[config.mk]
export PLATFORM = sky130hd
export DESIGN_NAME = keccak_byte_packer
export DESIGN_NICKNAME = d
export VERILOG_FILES = /design/src/rtl/keccak_pkg.sv /design/src/rtl/keccak_word_slot.sv /design/src/rtl/keccak_byte_packer.sv
export SDC_FILE = /design/constraint.sdc
export NUM_CORES = 1
export LEC_CHECK = 0
export ABC_AREA = 1
export BUFFER_PORTS_ARGS = -buffer_cell sky130_fd_sc_hd__buf_2
export CAP_MARGIN = 15
export CORE_ASPECT_RATIO = 0.75
export CORE_UTILIZATION = 41
export DETAILED_ROUTE_END_ITERATION = 16
export PLACE_DENSITY = 0.57
export SETUP_SLACK_MARGIN = 0.4
export SLEW_MARGIN = 25
export SYNTH_ARGS = -nofsm -noshare
export SYNTH_HDL_FRONTEND = slang
export SYNTH_SLANG_ARGS = --single-unit
[constraint.sdc]
create_clock -name iClk -period 2 [get_ports iClk]
set_input_delay 0.5 -clock iClk [delete_from_list [all_inputs] [get_ports iClk]]
set_output_delay 0.5 -clock iClk [all_outputs]
set_load 0.02 [all_outputs]
[src/rtl/keccak_pkg.sv]
// Shared constants and types for the keccak input path.
// Defines the word/byte-count widths of the keccak input interface, the packed
// output-word record, and the final-word byte-count encoding.
package keccak_pkg;

  localparam int unsigned WORD_BYTES = 8;
  localparam int unsigned BYTE_NUM_W = 3;
  localparam int unsigned WORD_W     = 64;
  localparam int unsigned CNT_W      = 4;

  // Accumulator count value meaning "eight bytes held, word complete".
  localparam logic [CNT_W-1:0] CNT_FULL = CNT_W'(WORD_BYTES);

  typedef struct packed {
    logic [WORD_W-1:0]     data;
    logic                  last;
    logic [BYTE_NUM_W-1:0] byteNum;
  } wordT;

  // Final word encoding: byteNum counts leading valid bytes. A last word with
  // byteNum==0 carries no data bytes, which is how both an empty message and a
  // message whose length is a multiple of 8 are terminated.
  function automatic logic [BYTE_NUM_W-1:0] finalByteNum(input logic [CNT_W-1:0] cnt);
    return cnt[BYTE_NUM_W-1:0];
  endfunction

endpackage

[src/rtl/keccak_word_slot.sv]
// Output holding register between the byte packer and the keccak core.
// Ports:
//   iClk, iRst    clock, synchronous active-high reset
//   iLoad, iWord  load a new word into the slot (only issued when oFree)
//   iBuffer_full  keccak backpressure; a held word transfers when it is low
//   oFree         slot can take a word this cycle (empty, or transferring now)
//   oData, oReady, oLast, oByte_num  registered word presented to keccak
module keccak_word_slot
  import keccak_pkg::*;
(
  input  logic                  iClk,
  input  logic                  iRst,
  input  logic                  iLoad,
  input  wordT                  iWord,
  input  logic                  iBuffer_full,
  output logic                  oFree,
  output logic [WORD_W-1:0]     oData,
  output logic                  oReady,
  output logic                  oLast,
  output logic [BYTE_NUM_W-1:0] oByte_num
);

  assign oFree = !oReady || !iBuffer_full;

  always_ff @(posedge iClk) begin
    if (iRst) begin
      oData     <= '0;
      oReady    <= 1'b0;
      oLast     <= 1'b0;
      oByte_num <= '0;
    end else if (iLoad) begin
      oData     <= iWord.data;
      oLast     <= iWord.last;
      oByte_num <= iWord.byteNum;
      oReady    <= 1'b1;
    end else if (oFree) begin
      // Word transferred (or slot already empty); fields hold, only valid drops.
      oReady <= 1'b0;
    end
  end

endmodule

[src/rtl/keccak_byte_packer.sv]
// Byte-stream to 64-bit word packer feeding the keccak core.
// Packs bytes big-endian (first byte in [63:56]) and emits the final word with
// iLast/iByte_num per the keccak input rules. One message per reset.
// Ports:
//   iClk, iRst                    clock, synchronous active-high reset
//   iByte, iByte_valid, iByte_last, oByte_ready   byte-stream input handshake
//   oData, oReady, oLast, oByte_num               word output to keccak
//   iBuffer_full                  keccak backpressure
module keccak_byte_packer
  import keccak_pkg::*;
(
  input  logic                  iClk,
  input  logic                  iRst,
  input  logic [7:0]            iByte,
  input  logic                  iByte_valid,
  input  logic                  iByte_last,
  output logic                  oByte_ready,
  output logic [WORD_W-1:0]     oData,
  output logic                  oReady,
  output logic                  oLast,
  output logic [BYTE_NUM_W-1:0] oByte_num,
  input  logic                  iBuffer_full
);

  logic [CNT_W-1:0]  cntQ, cntD;
  logic [WORD_W-1:0] accQ, accD;
  logic              endPendQ, endPendD;
  logic              doneQ, doneD;

  logic slotFree, slotLoad;
  wordT slotWord;
  logic accept, moveFull, moveFinal;

  assign oByte_ready = (cntQ < CNT_FULL) && !endPendQ && !doneQ;
  assign accept      = oByte_ready && (iByte_valid || iByte_last);
  assign moveFull    = slotFree && (cntQ == CNT_FULL);
  assign moveFinal   = slotFree && endPendQ && (cntQ < CNT_FULL);

  // Moves and byte acceptance are mutually exclusive: both moves require a
  // state in which oByte_ready is low (cnt==8 or end pending).
  always_comb begin
    cntD     = cntQ;
    accD     = accQ;
    endPendD = endPendQ;
    doneD    = doneQ;
    slotLoad = 1'b0;
    slotWord = '0;
    if (moveFull) begin
      slotLoad         = 1'b1;
      slotWord.data    = accQ;
      slotWord.last    = 1'b0;
      slotWord.byteNum = '0;
      cntD             = '0;
      accD             = '0;
    end else if (moveFinal) begin
      // Unused lanes are already zero because acc is cleared on every move.
      slotLoad         = 1'b1;
      slotWord.data    = accQ;
      slotWord.last    = 1'b1;
      slotWord.byteNum = finalByteNum(cntQ);
      cntD             = '0;
      accD             = '0;
      endPendD         = 1'b0;
      doneD            = 1'b1;
    end else if (accept) begin
      if (iByte_valid) begin
        for (int i = 0; i < int'(WORD_BYTES); i++) begin
          if (cntQ[BYTE_NUM_W-1:0] == BYTE_NUM_W'(i)) begin
            accD[WORD_W-1-8*i -: 8] = iByte;
          end
        end
        cntD = cntQ + 4'd1;
      end
      if (iByte_last) begin
        endPendD = 1'b1;
      end
    end
  end

  always_ff @(posedge iClk) begin
    if (iRst) begin
      cntQ     <= '0;
      accQ     <= '0;
      endPendQ <= 1'b0;
      doneQ    <= 1'b0;
    end else begin
      cntQ     <= cntD;
      accQ     <= accD;
      endPendQ <= endPendD;
      doneQ    <= doneD;
    end
  end

  keccak_word_slot uSlot (
    .iClk         (iClk),
    .iRst         (iRst),
    .iLoad        (slotLoad),
    .iWord        (slotWord),
    .iBuffer_full (iBuffer_full),
    .oFree        (slotFree),
    .oData        (oData),
    .oReady       (oReady),
    .oLast        (oLast),
    .oByte_num    (oByte_num)
  );

endmodule

==> flow_summary_export.csv, run 1 <==
group,metric,value,unit
placed_design,dpl_cell_area,6411,um2
setup_path,critPathKind,"flop to primary output",
min_path,hold_path_class,"input port to flop",
clock_tree,cts_tree,"done",
floorplan,design.core.area,13840,um2
timing,setup_violations,0,
synthesis,synth_simple_gate_area_share,38.50,%
synthesis,synth_compound_area_share,0.6826,%
route,dr.pass1.iters,6,
global_route,met2_usage,31.43,%
route,routedWlPerCell,13.14,um
run,max_cap_violations,0,
synthesis,synth_nets,895,
setup_path,critical_path.endpoint_type,"primary output",
clock_tree,cts.sinks,139,
global_route,grt_use_met3,4.816,%
timing,worst_pin_slew,0.4927,ns
global_route,busiest_layer,"met2",
clock_tree,cts_buffers,17,
run_status,status,"finished, final reports clean",
placed_design,place_congestion,0.7946,
placed_design,place_hpwl,8.459,mm
timing,finalCriticalPeriod,1.634,ns
placed_design,io_buffers,82,
final_layout,drive_above_1_share,18.11,%
synthesis,avgSynthCellArea,6.696,um2
timing,final.period_utilization,81.71,%
synthesis,synth-xor-area-share,0.1493,%
final_layout,fin_area,7325,um2
floorplan,ioPinCount,83,
route,vias,5242,
final_layout,antennaDiodeCount,0,
final_layout,fin_util,52.92,%
global_route,antenna_found_initial,0,
synthesis,muxShareOfSynthArea,0,%
route,wl,15.22,mm
floorplan,rows,37,
global_route,grtUsageTotal,19.89,%
timing,fin_skew,0.009138,ns
synthesis,yosys_warnings,0,
synthesis,netlist_area,5866,um2
power,ir_drop,611.3,uV
clock_tree,cts_hold_buf,0,
route,final_antenna_net_count,0,
setup_path,cp_max_fo,3,
timing,rsz0062_at_grt,"true",
timing,finalSetupTns,0,ns
synthesis,synth_fa_ha_area_share,1.280,%
power,powerDensity,1091,nW/um2
final_layout,num-nets-final,989,
final_layout,areaGrowthSynthToFinish,24.87,%
synthesis,synth_cell_types,23,
timing,hold_viol_final,0,
timing,slew_headroom,67.15,%
route,via_per_inst,4.527,
floorplan,start_util,42.38,%
floorplan,chipWidth,140.1,um
clock_tree,clk_pin_slew,0.06,ns
synthesis,ys_seq_area_share,47.44,%
global_route,grtUsageMet1,26.86,%
clock_tree,clk_latency,0.42,ns
global_route,overflow,0,
route,dr.first_iter.drc_count,284,
setup_path,required,1.50,ns
clock_tree,cts_root_buf,"clkbuf_16",
timing,timing.fmax,611.9,MHz
synthesis,synth_top_family_by_area,"simple AND/OR/NAND/NOR gates",
route,drcViolationCount,0,
final_layout,fillers,1399,
synthesis,ys_seq_elements,139,
timing,slew_viol_final,0,
setup_path,worstSetupStartpointType,"flop",
clock_tree,h-tree-depth,4,
global_route,grt_pass1_vias,4565,
floorplan,die-area,14790,um2
global_route,grt_pass1_wl,22.75,mm
setup_path,arrival,1.13,ns
synthesis,syn_inst,876,
floorplan,die_h,105.6,um
clock_tree,cts_buffer_depth,2,
power,total_leakage_power,0.003701,uW
global_route,grt_max_degree,51,
metrics by stage:
step	hold WS (ns)	power (uW)	setup WS [ns]	cells
finish	0.2990	7994	0.3658	1158
global route	0.3091	8376	0.3335	1158
CTS	0.2869	7851	0.3423	1139
detailed placement	0.4557	4694	0.3310	1106
global placement	0.4526	4688	0.3289	1106
floorplan	0.4540	4317	0.5193	876
cell families (layout without fill, tap and decap cells):
group	Yosys count	count (layout)
DFF	139	139
AOI/OAI and AO/OA	8	8
and+or+nand+nor	561	562
adders and majority gates	6	6
xor gates and xnor gates	1	1
buffers and inverters	161	267
flip-flops by register name (all words and copies together) (netlist names):
signal / count
uSlot.oReady: 1
uSlot.oLast: 1
accQ: 64
cntQ: 4
doneQ: 1
uSlot.oByte_num: 3
endPendQ: 1
uSlot.oData: 64
final timing paths:
kind                                 start                  endpoint  slack (ns)  depth (start not counted)
setup / recovery     endPendQ$_SDFFE_PP0P_               oByte_ready        0.37                          2
hold reg to reg   uSlot.oLast$_SDFFE_PP0P_  uSlot.oLast$_SDFFE_PP0P_        0.46                          2
hold / removal                        iRst        doneQ$_SDFFE_PP0P_        0.30                          2
setup reg to reg      cntQ[0]$_SDFFE_PP0P_     accQ[23]$_SDFFE_PP0P_        0.48                          8
report_power, final:
part | switching (uW) | internal (uW) | leakage, uW | total [uW]
clock | 1260 | 1870 | 0.000268 | 3130
sequential | 122 | 3010 | 0.00114 | 3130
combinational | 1070 | 656 | 0.00230 | 1730
cell type report:
| cell class | count | area [um2] | share of cell area [%] |
|---|---|---|---|
| well taps | 175 | 219.0 | 2.989 |
| multi-input cells | 577 | 2444 | 33.36 |
| clock inverters | 13 | 141.4 | 1.930 |
| flip-flops and latches | 139 | 2795 | 38.16 |
| inverters | 119 | 446.7 | 6.098 |
| clock buffers | 19 | 442.9 | 6.047 |
| repair buffers | 116 | 835.8 | 11.41 |
worst max-delay path, cell delays in order, from the launching register on:
cell	delay [ns]
dfxtp_2	0.34
nor3_4	0.22
buf_6	0.15
cell usage in the layout, fill, tap and decap left out, drive strengths merged:
cell / instances
inv: 122
nor3b: 1
buf: 112
clkinv: 2
nand3: 69
nor2: 255
o21ai: 5
nor3: 1
xor2: 1
dfxtp: 139
nand4: 3
a21oi: 3
ha: 6
clkbuf: 23
clkinvlp: 6
bufinv: 2
nand2: 233
cells in the mapped netlist (all sizes together):
cell	instances	area share [%]
clkinv	1	0.064
a21oi	3	0.26
xor2	1	0.15
dfxtp	139	47
buf	32	3.7
nand3	68	6.0
nor2	255	17
nand2	233	15
ha	6	1.3
nand4	3	0.32
clkbuf	10	0.64
nor3b	1	0.13
o21ai	5	0.43
inv	118	7.6
nor3	1	0.085
layer usage:
layer / wire length [um] / vias to the layer above
met4: 221 / 0
met5: 0 / -
met2: 6610 / 110
li1: - / 2778
met3: 708 / 20
met1: 7676 / 2334
what timing repair did:
action	4_1_cts	5_1_grt
gates cloned	1	8
pin swaps	1	8
endpoints found under the setup margin	115	135
gates resized for setup	10	15
buffers inserted	0	11
Note: power is estimated with default switching activity, not from simulation.
==> run 2: changes to the inputs <==
Settings changed: PLACE_DENSITY 0.57 to 0.6.
Clock period 2 ns to 1.5 ns, I/O delays scaled along.
==> run 2 against run 1 <==
- sequential cell count is the same
- the flow now finishes with violations (setup timing)
- sequential share of layout area shrank 10 points
- cell count grew 6.9%
- worst hold slack lost 0.055 ns
- sequential power grew 39%
- largest cell class is now multi-input gates
==> flow_summary_export.csv, run 2 (synthesis gave the netlist of run 1 again) <==
group,metric,value,unit
floorplan,start_util,42.38,%
timing,finalSetupTns,-8.105,ns
final_layout,final_cell_mix,"nor2_1, nand2_1, inv_1",
global_route,grtUsageTotal,28.39,%
setup_path,critPathTopFamily,"buffers and inverters",
min_path,hold_path_class,"input port to flop",
power,seq_power_share,33.5,%
power,powerDensity,1245,nW/um2
route,final_antenna_net_count,0,
placed_design,place_worst_setup_slack,0.03556,ns
route,vias,6403,
timing,finalCriticalPeriod,1.698,ns
setup_path,critical_path_depth,11,
placed_design,place_congestion,0.8171,
floorplan,ioPinCount,83,
timing,hold_viol_final,0,
timing,timing.fmax,588.9,MHz
route,via_per_inst,5.172,
setup_path,arrival,2.04,ns
power,total_leakage_power,0.004973,uW
global_route,grt_use_met3,4.952,%
run_status,failed_checks,"setup timing",
global_route,grtUsageMet1,35.92,%
floorplan,die_h,105.6,um
setup_path,critPathMaxStageDelay,0.37,ns
final_layout,antennaDiodeCount,0,
setup_path,critical_path.endpoint_type,"flop",
setup_path,cp_max_fo,7,
clock_tree,cts.sinks,139,
clock_tree,clk_pin_slew,0.06,ns
power,ir_drop,857.3,uV
final_layout,drive_above_1_share,51.83,%
clock_tree,cts_hold_buf,0,
route,routedWlPerCell,18.69,um
global_route,grt_pass1_wl,31.94,mm
clock_tree,h-tree-depth,4,
power,p_total,12980,uW
route,dr.first_iter.drc_count,578,
power,switching_share,31.16,%
floorplan,die-area,14790,um2
setup_path,required,1.84,ns
timing,setup_violations,128,
clock_tree,cts_tree,"done",
setup_path,critPathKind,"flop to flop",
timing,fin_skew,0.006926,ns
setup_path,worstSetupStartpointType,"flop",
route,drcViolationCount,0,
global_route,busiest_layer,"met2",
setup_path,ff2ff_path_depth,11,
route,dr.pass1.iters,5,
setup_path,crit_path_cell_trace,"inv_4, ha_4, nand2_4, nor2_4, buf_6, nor2_4, buf_8, buf_12, buf_16, nand2_4, nor2_1",
min_path,hold_path_depth,3,
power,p_int,8938,uW
global_route,overflow,0,
final_layout,reg_top3,"accQ x64, uSlot.oData x64, cntQ x4",
global_route,met2_usage,46.57,%
timing,slew_headroom,61.38,%
floorplan,design.core.area,13840,um2
timing,worst_pin_slew,0.5787,ns
final_layout,num-nets-final,1069,
clock_tree,cts_buffers,17,
placed_design,place_hpwl,8.713,mm
placed_design,io_buffers,82,
power,combPwrFrac,31.7,%
clock_tree,cts_root_buf,"clkbuf_16",
final_layout,layout_commonest_cell,"nor2_1",
setup_path,cp_num_buf_inv,5,
clock_tree,clk_latency,0.42,ns
final_layout,areaGrowthSynthToFinish,77.77,%
timing,rsz0062_at_grt,"true",
clock_tree,cts_buffer_depth,2,
global_route,antenna_found_initial,0,
run_status,status,"complete, but fails checks",
setup_path,rrSetupSlack,-0.20,ns
global_route,grt_max_degree,69,
timing,fin_hold_ws,0.2438,ns
timing,setup_slack,-0.1980,ns
timing,slew_viol_final,0,
timing,final.period_utilization,113.2,%
power,clockPowerShare,34.9,%
route,wl,23.13,mm
run,max_cap_violations,0,
floorplan,rows,37,
power,power_switching,4046,uW
floorplan,chipWidth,140.1,um
setup_path,slowest_stage,"dfxtp_4",
global_route,grt_pass1_vias,6045,
[run 2: cell types whose count changed in the layout (fill, tap and decap cells not counted), moves of 22 or more]
cell	previous run	this run
nor2_1	243	183
nand2_2	2	55
nor2_4	6	45
buf_12	6	28
nand3_1	66	2
nand2_4	0	31
nand3_2	2	56
dfxtp_2	4	70
buf_2	81	12
dfxtp_1	133	64
buf_6	6	87
nand2_1	231	147
[run 2: what timing repair did]
item	CTS	global route
cloned	23	2
resized for setup	434	169
setup buffers	39	23
pin swaps	47	79
endpoints found under the setup margin	208	209
[run 2: per-stage QoR]
| step | std cells | util (%) | cell area (um2) |
|---|---|---|---|
| after floorplan | 876 | - | 5978 |
| after global placement | 1119 | 47.89 | 6629 |
| after detailed placement | 1119 | 47.89 | 6629 |
| final | 1238 | 75.33 | 10430 |
| after global routing | 1238 | 75.33 | 10430 |
| after CTS | 1213 | 69.58 | 9632 |
[run 2: worst paths after layout]
check,from,end
worst max-delay path,cntQ[0]$_SDFFE_PP0P_,accQ[19]$_SDFFE_PP0P_
worst min register to register,uSlot.oByte_num[2]$_SDFFE_PP0P_,uSlot.oByte_num[2]$_SDFFE_PP0P_
worst max register to register,cntQ[0]$_SDFFE_PP0P_,accQ[19]$_SDFFE_PP0P_
worst min-delay path,iRst,uSlot.oLast$_SDFFE_PP0P_
[run 2: final cells by class]
cell class | instances | area, um2
clock buffers | 24 | 471.7
flip-flops and latches | 139 | 2889
fillers | 832 | 3415
clock inverters | 8 | 140.1
inverters | 119 | 456.7
multi-input cells | 577 | 3627
repair buffers | 196 | 2624
well taps | 175 | 219.0
[run 2: per-layer routing]
metal | up-vias | wire length [um]
li1 | 2957 | -
met1 | 3039 | 9552
met2 | 317 | 10870
met3 | 90 | 1668
met4 | 0 | 1046
met5 | - | 0
[run 2: tightest hold or removal path, stage by stage]
cell	delay (ns)
buf_2	0.10
buf_4	0.12
a21oi_2	0.03
[run 2: power groups by stage]
| stage | Sequential [uW] | Clock, uW | Combinational, uW |
|---|---|---|---|
| floorplan | 4560 | 0 | 1260 |
| global placement | 4260 | 0 | 2110 |
| detailed placement | 4260 | 0 | 2120 |
| CTS | 4310 | 4470 | 3480 |
| global route | 4370 | 4660 | 4370 |
| finish | 4340 | 4530 | 4120 |
==> run 3: changes to the inputs <==
Settings changed: CORE_ASPECT_RATIO 0.75 to 1.4.
==> run 3 against run 2 <==
- the run still ends with setup timing left
- first-iteration DRC count fell by 18%
- sequential share of layout area fell by 0.74 points
- clock skew rose by 0.0015 ns
- register-to-register slack improved by 0.03 ns
- cell count rose by 1.8%
- design area rose by 2.7%
- setup slack improved by 0.030 ns
- fmax rose by 1.8%
- largest cell class unchanged
- routed wire length rose by 5.9%
- combinational power rose by 5.8%
- power barely moved
- die area barely moved
==> flow_summary_export.csv, run 3 (synthesis gave the netlist of run 1 again) <==
group,metric,value,unit
placed_design,place_congestion,0.8243,
setup_path,crit_path_cell_trace,"inv_4, ha_4, nand4_1, buf_6, buf_8, buf_12, buf_16, nand3_2, nand2_1, nor2_1",
final_layout,reg_top3,"accQ x64, uSlot.oData x64, cntQ x4",
run_status,failed_checks,"setup timing",
power,ir_drop,865.3,uV
setup_path,critPathKind,"flop to flop",
final_layout,layout_commonest_cell,"nor2_1",
timing,rsz0062_at_grt,"true",
clock_tree,cts_hold_buf,0,
setup_path,critPathMaxStageDelay,0.35,ns
power,powerDensity,1212,nW/um2
placed_design,io_buffers,82,
final_layout,final_cell_mix,"nor2_1, nand2_1, inv_1",
clock_tree,cts_buffer_depth,2,
floorplan,design.core.area,13910,um2
timing,final.period_utilization,111.2,%
global_route,antenna_found_initial,0,
route,dr.first_iter.drc_count,474,
timing,worst_pin_slew,0.6314,ns
placed_design,place_worst_setup_slack,0.07630,ns
global_route,overflow,0,
timing,timing.fmax,599.5,MHz
timing,hold_viol_final,0,
clock_tree,cts_buffers,17,
floorplan,rows,51,
clock_tree,cts_root_buf,"clkbuf_16",
final_layout,antennaDiodeCount,0,
floorplan,start_util,42.17,%
timing,slew_viol_final,0,
clock_tree,clk_pin_slew,0.06,ns
timing,slew_headroom,57.86,%
setup_path,cp_num_buf_inv,5,
global_route,grt_pass1_vias,6022,
route,wl,24.49,mm
route,vias,6543,
timing,fin_hold_ws,0.1580,ns
setup_path,critical_path.endpoint_type,"flop",
route,dr.pass1.iters,5,
setup_path,critPathTopFamily,"buffers and inverters",
floorplan,die-area,14800,um2
global_route,grtUsageTotal,30.11,%
timing,setup_violations,125,
global_route,grt_pass1_wl,32.60,mm
global_route,grt_max_degree,45,
min_path,hold_path_class,"input port to flop",
route,routedWlPerCell,19.44,um
setup_path,required,1.86,ns
placed_design,place_hpwl,8.428,mm
final_layout,drive_above_1_share,51.72,%
clock_tree,cts.sinks,139,
clock_tree,clk_latency,0.43,ns
final_layout,num-nets-final,1082,
power,total_leakage_power,0.004905,uW
route,final_antenna_net_count,0,
setup_path,arrival,2.02,ns
setup_path,slowest_stage,"dfxtp_4",
timing,finalCriticalPeriod,1.668,ns
clock_tree,h-tree-depth,4,
floorplan,ioPinCount,83,
run_status,status,"complete, but fails checks",
setup_path,cp_max_fo,8,
route,via_per_inst,5.193,
run,max_cap_violations,0,
floorplan,die_h,143.5,um
placed_design,dpl_cell_area,6651,um2
clock_tree,cts_tree,"done",
route,drcViolationCount,0,
floorplan,chipWidth,103.1,um
timing,setup_slack,-0.1681,ns
setup_path,worstSetupStartpointType,"flop",
timing,fin_skew,0.008391,ns
final_layout,areaGrowthSynthToFinish,82.57,%
final_layout,fin_area,10710,um2
## run 3: cell count changes in the layout (fill, tap and decap cells not counted), sizes merged
cell / before / now
clkbuf: 26 / 23
bufbuf: 1 / 0
bufinv: 4 / 2
buf: 193 / 206
clkinv: 5 / 7
clkinvlp: 0 / 3
## run 3: final timing paths
| path | from | to | slack, ns | cells after the start |
|---|---|---|---|---|
| worst max-delay path | cntQ[0]$_SDFFE_PP0P_ | uSlot.oData[14]$_SDFFE_PP0P_ | -0.17 | 10 |
| worst min-delay path | iRst | uSlot.oLast$_SDFFE_PP0P_ | 0.16 | 2 |
| worst max register to register | cntQ[0]$_SDFFE_PP0P_ | uSlot.oData[14]$_SDFFE_PP0P_ | -0.17 | 10 |
| worst min register to register | accQ[26]$_SDFFE_PP0P_ | uSlot.oData[26]$_SDFFE_PP0P_ | 0.49 | 2 |
## run 3: repair_timing
item / in CTS / in global routing
cloned: 30 / 3
endpoints found under the setup margin: 208 / 209
pin swaps: 63 / 76
setup buffers: 48 / 21
resized for setup: 466 / 142
## run 3: final cells by class
class / count / area, um2
clock buffer: 20 / 466.7
sequential: 139 / 2888
multi-input combinational: 577 / 3581
inverter: 119 / 456.7
timing repair buffer: 209 / 2965
fill: 831 / 3202
tap: 185 / 231.5
clock inverter: 11 / 120.1
## run 3: through the flow
step	power [uW]	std cells	util, %	setup TNS, ns
2_1_floorplan	5821	876	-	0
3_3_place_gp	6358	1127	47.81	0
3_5_place_dp	6366	1127	47.81	0
4_1_cts	12310	1236	71.35	-0.08824
5_1_grt	13390	1260	76.98	-12.53
6_report	12980	1260	76.98	-9.167
## run 3: power by group
part           switching (uW)  internal [uW]  leakage [uW]
combinational            2220           2150       0.00346
sequential                265           4070       0.00116
clock                    1720           2560      0.000284
total                    4200           8780       0.00491
## run 3: routing by layer
| layer | GRT usage [%] | vias up | wire, um |
|---|---|---|---|
| met3 | 5.399 | 134 | 1435 |
| met5 | 0 | - | 0 |
| li1 | - | 2978 | - |
| met1 | 32.89 | 3106 | 8735 |
| met2 | 52.21 | 325 | 12350 |
| met4 | 20.39 | 0 | 1977 |
